### config.mk
export PLATFORM = sky130hd
export DESIGN_NAME = axi_stream_mux_arbiter_flat
export DESIGN_NICKNAME = d
export VERILOG_FILES = /design/src/rtl/axi_stream_mux_arbiter_pkg.sv /design/src/rtl/axi_stream_mux_arbiter_if.sv /design/src/rtl/axi_stream_mux_arbiter_rr_priority_picker.sv /design/src/rtl/axi_stream_mux_arbiter.sv /design/src/flat_wrapper.sv
export SDC_FILE = /design/constraint.sdc
export NUM_CORES = 1
export LEC_CHECK = 0
export ABC_AREA = 1
export ABC_CLOCK_PERIOD_IN_PS = 2500
export CORE_MARGIN = 2
export CORE_UTILIZATION = 45
export CTS_CLUSTER_SIZE = 14
export DETAILED_ROUTE_END_ITERATION = 6
export PLACE_DENSITY = 0.72
export SETUP_SLACK_MARGIN = 0.5
export SLEW_MARGIN = 0
export SYNTH_ARGS = -nofsm -noshare
export SYNTH_HDL_FRONTEND = slang
export SYNTH_SLANG_ARGS = --single-unit
### constraint.sdc
create_clock -name clock -period 2.5 [get_ports clock]
set_input_delay 0.75 -clock clock [delete_from_list [all_inputs] [get_ports clock]]
set_output_delay 0.75 -clock clock [all_outputs]
set_load 0.01 [all_outputs]
### src/rtl/axi_stream_mux_arbiter_pkg.sv
// Shared types and helpers for the packet-aware AXI-stream mux arbiter.
package axi_stream_mux_arbiter_pkg;

    typedef enum logic [1:0] {IDLE, GRANT, SWITCH} arb_state_t;

    localparam int unsigned TIMEOUT_CYCLES_DEFAULT = 1024;

    // Stall counter width for a given limit; it counts 0 .. cycles-1.
    function automatic int unsigned timeout_cnt_width(input int unsigned cycles);
        return (cycles < 2) ? 1 : $clog2(cycles);
    endfunction

endpackage

### src/rtl/axi_stream_mux_arbiter_if.sv
// Arbiter <-> mux control bundle: per-input handshake observation plus the mux select.
interface axi_stream_mux_arbiter_if #(
    parameter int unsigned N_INPUTS   = 7,
    parameter int unsigned ADDR_WIDTH = 3
);
    logic [N_INPUTS-1:0]   in_valid;
    logic [N_INPUTS-1:0]   in_ready;
    logic [N_INPUTS-1:0]   in_tlast;
    logic [N_INPUTS-1:0]   enable_mask;
    logic [ADDR_WIDTH-1:0] address;
    logic                  grant_active;
    logic                  timeout_error;

    modport master (
        input  in_valid, in_ready, in_tlast, enable_mask,
        output address, grant_active, timeout_error
    );

    modport slave (
        output in_valid, in_ready, in_tlast, enable_mask,
        input  address, grant_active, timeout_error
    );
endinterface

### src/rtl/axi_stream_mux_arbiter_rr_priority_picker.sv
// Combinational round-robin picker: first set bit of req after last_grant, wrapping,
// with last_grant itself checked last.
module rr_priority_picker #(
    parameter int unsigned N_INPUTS   = 7,
    parameter int unsigned ADDR_WIDTH = 3
) (
    input  logic [N_INPUTS-1:0]   req,
    input  logic [ADDR_WIDTH-1:0] last_grant,
    output logic [ADDR_WIDTH-1:0] winner,
    output logic                  found
);

    always_comb begin
        int unsigned pos;
        pos    = 0;
        winner = '0;
        found  = 1'b0;
        for (int unsigned off = 1; off <= N_INPUTS; off++) begin
            pos = 32'(last_grant) + off;
            if (pos >= N_INPUTS) begin
                pos = pos - N_INPUTS;
            end
            if (!found && ((req >> pos) & N_INPUTS'(1)) != '0) begin
                winner = ADDR_WIDTH'(pos);
                found  = 1'b1;
            end
        end
    end

endmodule

### src/rtl/axi_stream_mux_arbiter.sv
// Packet-aware round-robin arbiter driving the select of a registered AXI-stream mux.
// Optional stall watchdog: define AXI_STREAM_MUX_ARBITER_TIMEOUT_EN.
module axi_stream_mux_arbiter
    import axi_stream_mux_arbiter_pkg::*;
#(
    parameter int unsigned N_INPUTS       = 7,
    parameter int unsigned ADDR_WIDTH     = 3,
    parameter int unsigned TIMEOUT_CYCLES = TIMEOUT_CYCLES_DEFAULT
) (
    input  logic                      clock,
    input  logic                      reset,
    axi_stream_mux_arbiter_if.master  bus
);

    if (N_INPUTS < 2 || N_INPUTS > 8) begin : g_bad_n_inputs
        $error("N_INPUTS must be in 2..8");
    end
    if ((1 << ADDR_WIDTH) < N_INPUTS) begin : g_bad_addr_width
        $error("ADDR_WIDTH too narrow for N_INPUTS");
    end
    if (TIMEOUT_CYCLES < 2) begin : g_bad_timeout
        $error("TIMEOUT_CYCLES must be at least 2");
    end

    arb_state_t            state_q, state_d;
    logic [ADDR_WIDTH-1:0] address_q, address_d;
    logic [ADDR_WIDTH-1:0] last_grant_q, last_grant_d;
    logic [ADDR_WIDTH-1:0] winner;
    logic                  grant_q, grant_d;
    logic                  found;
    logic [N_INPUTS-1:0]   req;
    logic [N_INPUTS-1:0]   sel;
    logic                  sel_hs;
    logic                  eop;
    logic                  timeout_hit;
    logic                  release_grant;

    assign req = bus.in_valid & bus.enable_mask;

    // One-hot of the granted input; shifting avoids out-of-range selects when N_INPUTS < 2**ADDR_WIDTH.
    assign sel    = N_INPUTS'(1) << address_q;
    assign sel_hs = |(bus.in_valid & bus.in_ready & sel);
    assign eop    = |(bus.in_valid & bus.in_ready & bus.in_tlast & sel);

    assign release_grant = (state_q == GRANT) && (eop || timeout_hit);

    rr_priority_picker #(
        .N_INPUTS   (N_INPUTS),
        .ADDR_WIDTH (ADDR_WIDTH)
    ) u_picker (
        .req        (req),
        .last_grant (last_grant_q),
        .winner     (winner),
        .found      (found)
    );

    always_ff @(posedge clock) begin
        if (reset) begin
            state_q      <= IDLE;
            address_q    <= '0;
            grant_q      <= 1'b0;
            last_grant_q <= ADDR_WIDTH'(N_INPUTS - 1);
        end else begin
            state_q      <= state_d;
            address_q    <= address_d;
            grant_q      <= grant_d;
            last_grant_q <= last_grant_d;
        end
    end

    always_comb begin
        state_d = state_q;
        unique case (state_q)
            IDLE:    if (found) state_d = GRANT;
            GRANT:   if (release_grant) state_d = SWITCH;
            SWITCH:  state_d = found ? GRANT : IDLE;
            default: state_d = IDLE;
        endcase
    end

    // SWITCH arbitrates like IDLE; it only exists because address must hold for one drain cycle.
    always_comb begin
        address_d    = address_q;
        grant_d      = grant_q;
        last_grant_d = last_grant_q;
        unique case (state_q)
            IDLE, SWITCH: begin
                if (found) begin
                    address_d = winner;
                    grant_d   = 1'b1;
                end else begin
                    grant_d   = 1'b0;
                end
            end
            GRANT: begin
                if (release_grant) begin
                    last_grant_d = address_q;
                    grant_d      = 1'b0;
                end
            end
            default: grant_d = 1'b0;
        endcase
    end

`ifdef AXI_STREAM_MUX_ARBITER_TIMEOUT_EN
    localparam int unsigned CNT_W = timeout_cnt_width(TIMEOUT_CYCLES);

    logic [CNT_W-1:0] stall_cnt;
    logic             timeout_q;

    assign timeout_hit = (state_q == GRANT) && !sel_hs &&
                         (stall_cnt == CNT_W'(TIMEOUT_CYCLES - 1));

    always_ff @(posedge clock) begin
        if (reset) begin
            stall_cnt <= '0;
            timeout_q <= 1'b0;
        end else begin
            timeout_q <= timeout_hit;
            if (state_q != GRANT || sel_hs || timeout_hit) begin
                stall_cnt <= '0;
            end else begin
                stall_cnt <= stall_cnt + 1'b1;
            end
        end
    end

    assign bus.timeout_error = timeout_q;
`else
    assign timeout_hit       = 1'b0;
    assign bus.timeout_error = 1'b0;
`endif

    assign bus.address      = address_q;
    assign bus.grant_active = grant_q;

endmodule

### src/flat_wrapper.sv
// flat-port wrapper written by rule: the top's interface ports become plain ports
module axi_stream_mux_arbiter_flat import axi_stream_mux_arbiter_pkg::*;
#(
    parameter int unsigned N_INPUTS       = 7,
    parameter int unsigned ADDR_WIDTH     = 3,
    parameter int unsigned TIMEOUT_CYCLES = TIMEOUT_CYCLES_DEFAULT
)
  (clock, reset, bus_in_valid, bus_in_ready, bus_in_tlast, bus_enable_mask, bus_address, bus_grant_active, bus_timeout_error);
  axi_stream_mux_arbiter_if #(.N_INPUTS(N_INPUTS), .ADDR_WIDTH(ADDR_WIDTH)) bus_i ();
  input  logic clock;
  input  logic reset;
  input wire logic [$bits(bus_i.in_valid)-1:0] bus_in_valid;
  input wire logic [$bits(bus_i.in_ready)-1:0] bus_in_ready;
  input wire logic [$bits(bus_i.in_tlast)-1:0] bus_in_tlast;
  input wire logic [$bits(bus_i.enable_mask)-1:0] bus_enable_mask;
  output wire logic [$bits(bus_i.address)-1:0] bus_address;
  output wire logic [$bits(bus_i.grant_active)-1:0] bus_grant_active;
  output wire logic [$bits(bus_i.timeout_error)-1:0] bus_timeout_error;
  assign bus_i.in_valid = bus_in_valid;
  assign bus_i.in_ready = bus_in_ready;
  assign bus_i.in_tlast = bus_in_tlast;
  assign bus_i.enable_mask = bus_enable_mask;
  assign bus_address = bus_i.address;
  assign bus_grant_active = bus_i.grant_active;
  assign bus_timeout_error = bus_i.timeout_error;
  axi_stream_mux_arbiter #(.N_INPUTS(N_INPUTS), .ADDR_WIDTH(ADDR_WIDTH), .TIMEOUT_CYCLES(TIMEOUT_CYCLES)) u_core (.clock(clock), .reset(reset), .bus(bus_i));
endmodule
==> out/qor.csv <==
metric,value,unit
via count,3101,
setup violation total in the final timing report,5,
crit-path most repeated cell,nor2_2,
I/O Buffers,33,
Hold Crit Depth,1,
placed insts,549,
pwr dens,1226,nW/um2
Syn. warnings,0,
vias in the first global route,2846,
drt first pass iters,5,
Post-Synth XOR/XNOR Area,0.007429,
violated checks,setup timing,
pin count of the biggest net entering global routing,13,
mux cell area share after synthesis,0,
RSZ-0062 raised after global routing,true,
"Seq/Total Area, Yosys",0.08229,
CP cell instances,inv_6 -> ha_4 -> fa_2 -> inv_2 -> nand2_4 -> nand2_4 -> nand2_2 -> nand2_2 -> nor2_2 -> nor2_2 -> nor2_4 -> buf_6 -> nor2_4 -> nand4_1 -> nand3_2 -> nor2_2 -> nand3_1 -> nand2_1 -> a21oi_1,
fillcell total,356,
DRC viols,0,
Post-Synth Adder-Cell Area,0.09486,
Die Width,73.76,um
Final WS setup,-0.2472,ns
share of layout cells above drive strength 1,0.3686,
Vias per Instance,5.498,
final worst path period share,1.099,
hold_buf cts,0,
area growth from synthesis to layout,62.29,%
"Cell Area, Synth",2190,um2
final WL,8352,um
Worst setup EP type,register,
clock-pin slew on the worst setup and hold paths,0.05,ns
# rows,25,
clock root buffer,clkbuf_8,
Max VDD drop,0.0007997,V
Clock Path Buffers,2,
Sink Count,9,
GP Congestion,1.095,
H-tree Lvls,1,
flop2flop setup slack,-0.25,ns
io pins,35,
RR Startpoint,u_core.last_grant_q[1]$_SDFFE_PP1P_,
FF-to-FF path depth,19,
Slew Limit Fails,0,
WL/cell,14.81,um
antenna cells,0,
CTS buffer count,3,
Setup crit start kind,register,
crit-path leading delay family,simple AND/OR/NAND/NOR gates,
post-synthesis average cell area,5.600,um2
Post-Syn Instances,391,
DRT antenna net count,0,
largest family of logic cells by synthesized area,simple AND/OR/NAND/NOR gates,
final std cells w/o fill,564,
Post-DP HPWL,6379,um
leakage,1.826,nW
worst min path class,reg2reg,
finished layout cell area,3553,um2
Hold Crit Start,u_core.state_q[1]$_SDFFE_PP0P_,
"Distinct cells, synth",35,
Final Net Count,557,
Setup Skew,0.007157,ns
critical path peak fanout,6,
Final Critical Period,2.747,ns
pre-CTS WS,-0.3450,ns
CP max stage delay,0.56,ns
max_cap viols,0,
GRT overflow,0,
CP arrival,2.86,ns
CP Class,reg2reg,
RR Endpoint,u_core.bus.address[2]$_SDFFE_PP0P_,
Tot GR Track Use,0.3022,
initial core utilization,0.4667,
Bufs and invs on worst path,3,
hold slack,0.4989,ns
drt first-iter violations,288,
fmax,364.0,MHz
Placed Area,3181,um2
CP required,2.61,ns
status,finished with violations,
Post-Synth Simple-Gate Area,0.5863,
"flops & latches, synth",9,
initial antenna violation count,0,
Die Ht,73.76,um
CTS tree,yes,
"Hold Vio Cnt, Final",0,
Syn Nets,437,
area of the core,4692,um2
crit path max-delay cell type,fa_2,
Hold Path End,u_core.state_q[1]$_SDFFE_PP0P_,
clk_lat worst skew,0.24,ns
first-pass GRT wire length,12870,um
die area,5440,um2
compound-cell area share of the yosys netlist,0.1063,
-- Yosys cell counts --
library cell / n / area share
o21ai_0: 16 / 0.037
o21ai_2: 2 / 0.0080
dfxtp_1: 9 / 0.082
buf_4: 4 / 0.014
nand4_2: 1 / 0.0057
a22oi_1: 1 / 0.0034
o2111ai_1: 1 / 0.0040
or2_0: 1 / 0.0029
nand3_2: 6 / 0.027
nor2_2: 4 / 0.011
o311ai_1: 1 / 0.0040
fa_1: 1 / 0.0091
nand2_2: 16 / 0.046
buf_6: 2 / 0.010
nand2_1: 118 / 0.20
o21ai_1: 3 / 0.0069
nor2_1: 24 / 0.041
nor2_4: 3 / 0.015
nand3_1: 62 / 0.14
nor4_1: 1 / 0.0029
inv_4: 1 / 0.0029
xor2_2: 1 / 0.0074
nand4_1: 18 / 0.051
and3_1: 3 / 0.0086
conb_1: 1 / 0.0017
inv_2: 9 / 0.015
nor3_1: 1 / 0.0023
a21oi_1: 7 / 0.016
nand2_4: 3 / 0.015
ha_1: 15 / 0.086
o21a_1: 3 / 0.010
o211ai_1: 5 / 0.017
inv_1: 46 / 0.079
and2_1: 1 / 0.0029
nor2_8: 1 / 0.0091
-- registers in the layout (all words and copies together), names as in the netlist --
signal                   cells
u_core.last_grant_q          3
u_core.state_q               2
u_core.bus.address           3
u_core.bus.grant_active      1
-- timing repair --
action                     in CTS  in global routing
setup endpoints to repair       9                 10
cloned                          1                  0
setup buffers                   6                  4
resized for setup              22                 43
pin swaps                       6                 22
-- power by group --
group	internal [mW]	switching [mW]	total [mW]
clock network	0.111	0.0588	0.170
registers	0.192	0.0544	0.246
logic	1.71	2.23	3.94
-- per-stage QoR --
stage                       util  power [mW]  TNS, ns
after floorplan                -       2.273        0
after global placement    0.6779       3.380   -1.318
after detailed placement  0.6779       3.438   -1.522
after CTS                 0.7181       3.917  -0.6372
after global routing      0.7573       4.702   -1.802
final                     0.7573       4.358   -1.113
-- worst register-to-register path: stages, from the launching register on --
cell     delay (ns)
dfxtp_4        0.38
inv_6          0.05
ha_4           0.15
fa_2           0.56
inv_2          0.06
nand2_4        0.09
nand2_4        0.07
nand2_2        0.06
nand2_2        0.06
nor2_2         0.11
nor2_2         0.07
nor2_4         0.22
buf_6          0.14
nor2_4         0.04
nand4_1        0.11
nand3_2        0.10
nor2_2         0.14
nand3_1        0.09
nand2_1        0.07
a21oi_1        0.06
-- worst max path at each step --
| stage | startpoint | end | slack (ns) | depth (start not counted) |
|---|---|---|---|---|
| finish | u_core.last_grant_q[1]$_SDFFE_PP1P_ | u_core.bus.address[2]$_SDFFE_PP0P_ | -0.25 | 19 |
| global route | u_core.last_grant_q[1]$_SDFFE_PP1P_ | u_core.bus.address[2]$_SDFFE_PP0P_ | -0.40 | 19 |
| CTS | u_core.last_grant_q[1]$_SDFFE_PP1P_ | u_core.bus.address[1]$_SDFFE_PP0P_ | -0.17 | 19 |
| detailed placement | bus_in_valid[4] | u_core.bus.address[2]$_SDFFE_PP0P_ | -0.35 | 15 |
| global placement | bus_in_valid[4] | u_core.bus.address[0]$_SDFFE_PP0P_ | -0.31 | 13 |
| floorplan | u_core.last_grant_q[1]$_SDFFE_PP1P_ | u_core.bus.address[2]$_SDFFE_PP0P_ | 0.07 | 19 |
-- per-layer routing --
metal | track usage | wire (um) | up-vias
li1 | - | - | 1530
met1 | 0.3852 | 3393 | 1404
met2 | 0.5387 | 4228 | 140
met3 | 0.01783 | 521 | 27
met4 | 0.09495 | 209 | 0
met5 | 0 | 0 | -
-- cells in the final DEF (no fill, tap or decap), drive strengths merged --
master and count:
nand2 137, buf 87, nand3 68, inv 56, nor2 33, clkdlybuf4s50 27, o21ai 21, nand4 19
ha 15, dfxtp 9, a21oi 7, dlymetal6s2s 6, o211ai 5, clkbuf 4, o21a 3, and3 3
a22oi 1, o2111ai 1, nor3 1, and2 1, xor2 1, o311ai 1, or2 1, nor4 1
fa 1, conb 1
-- cell type report --
class / count / area, um2 / share of cell area
Timing Repair Buffer: 120 / 1027 / 0.2891
Sequential cell: 9 / 192.7 / 0.05423
Clock buffer: 4 / 45.04 / 0.01268
Inverter: 56 / 217.7 / 0.06127
Multi-Input combinational cell: 321 / 2003 / 0.5637
Tap cell: 54 / 67.56 / 0.01901
-- kinds of logic after synthesis --
family | after synthesis
xor gates and xnor gates | 1
other | 1
buffers and inverters | 62
and+or+nand+nor | 263
DFF | 9
AOI/OAI and AO/OA | 39
adders and majority gates | 16
Note: power is estimated with default switching activity, not from simulation.
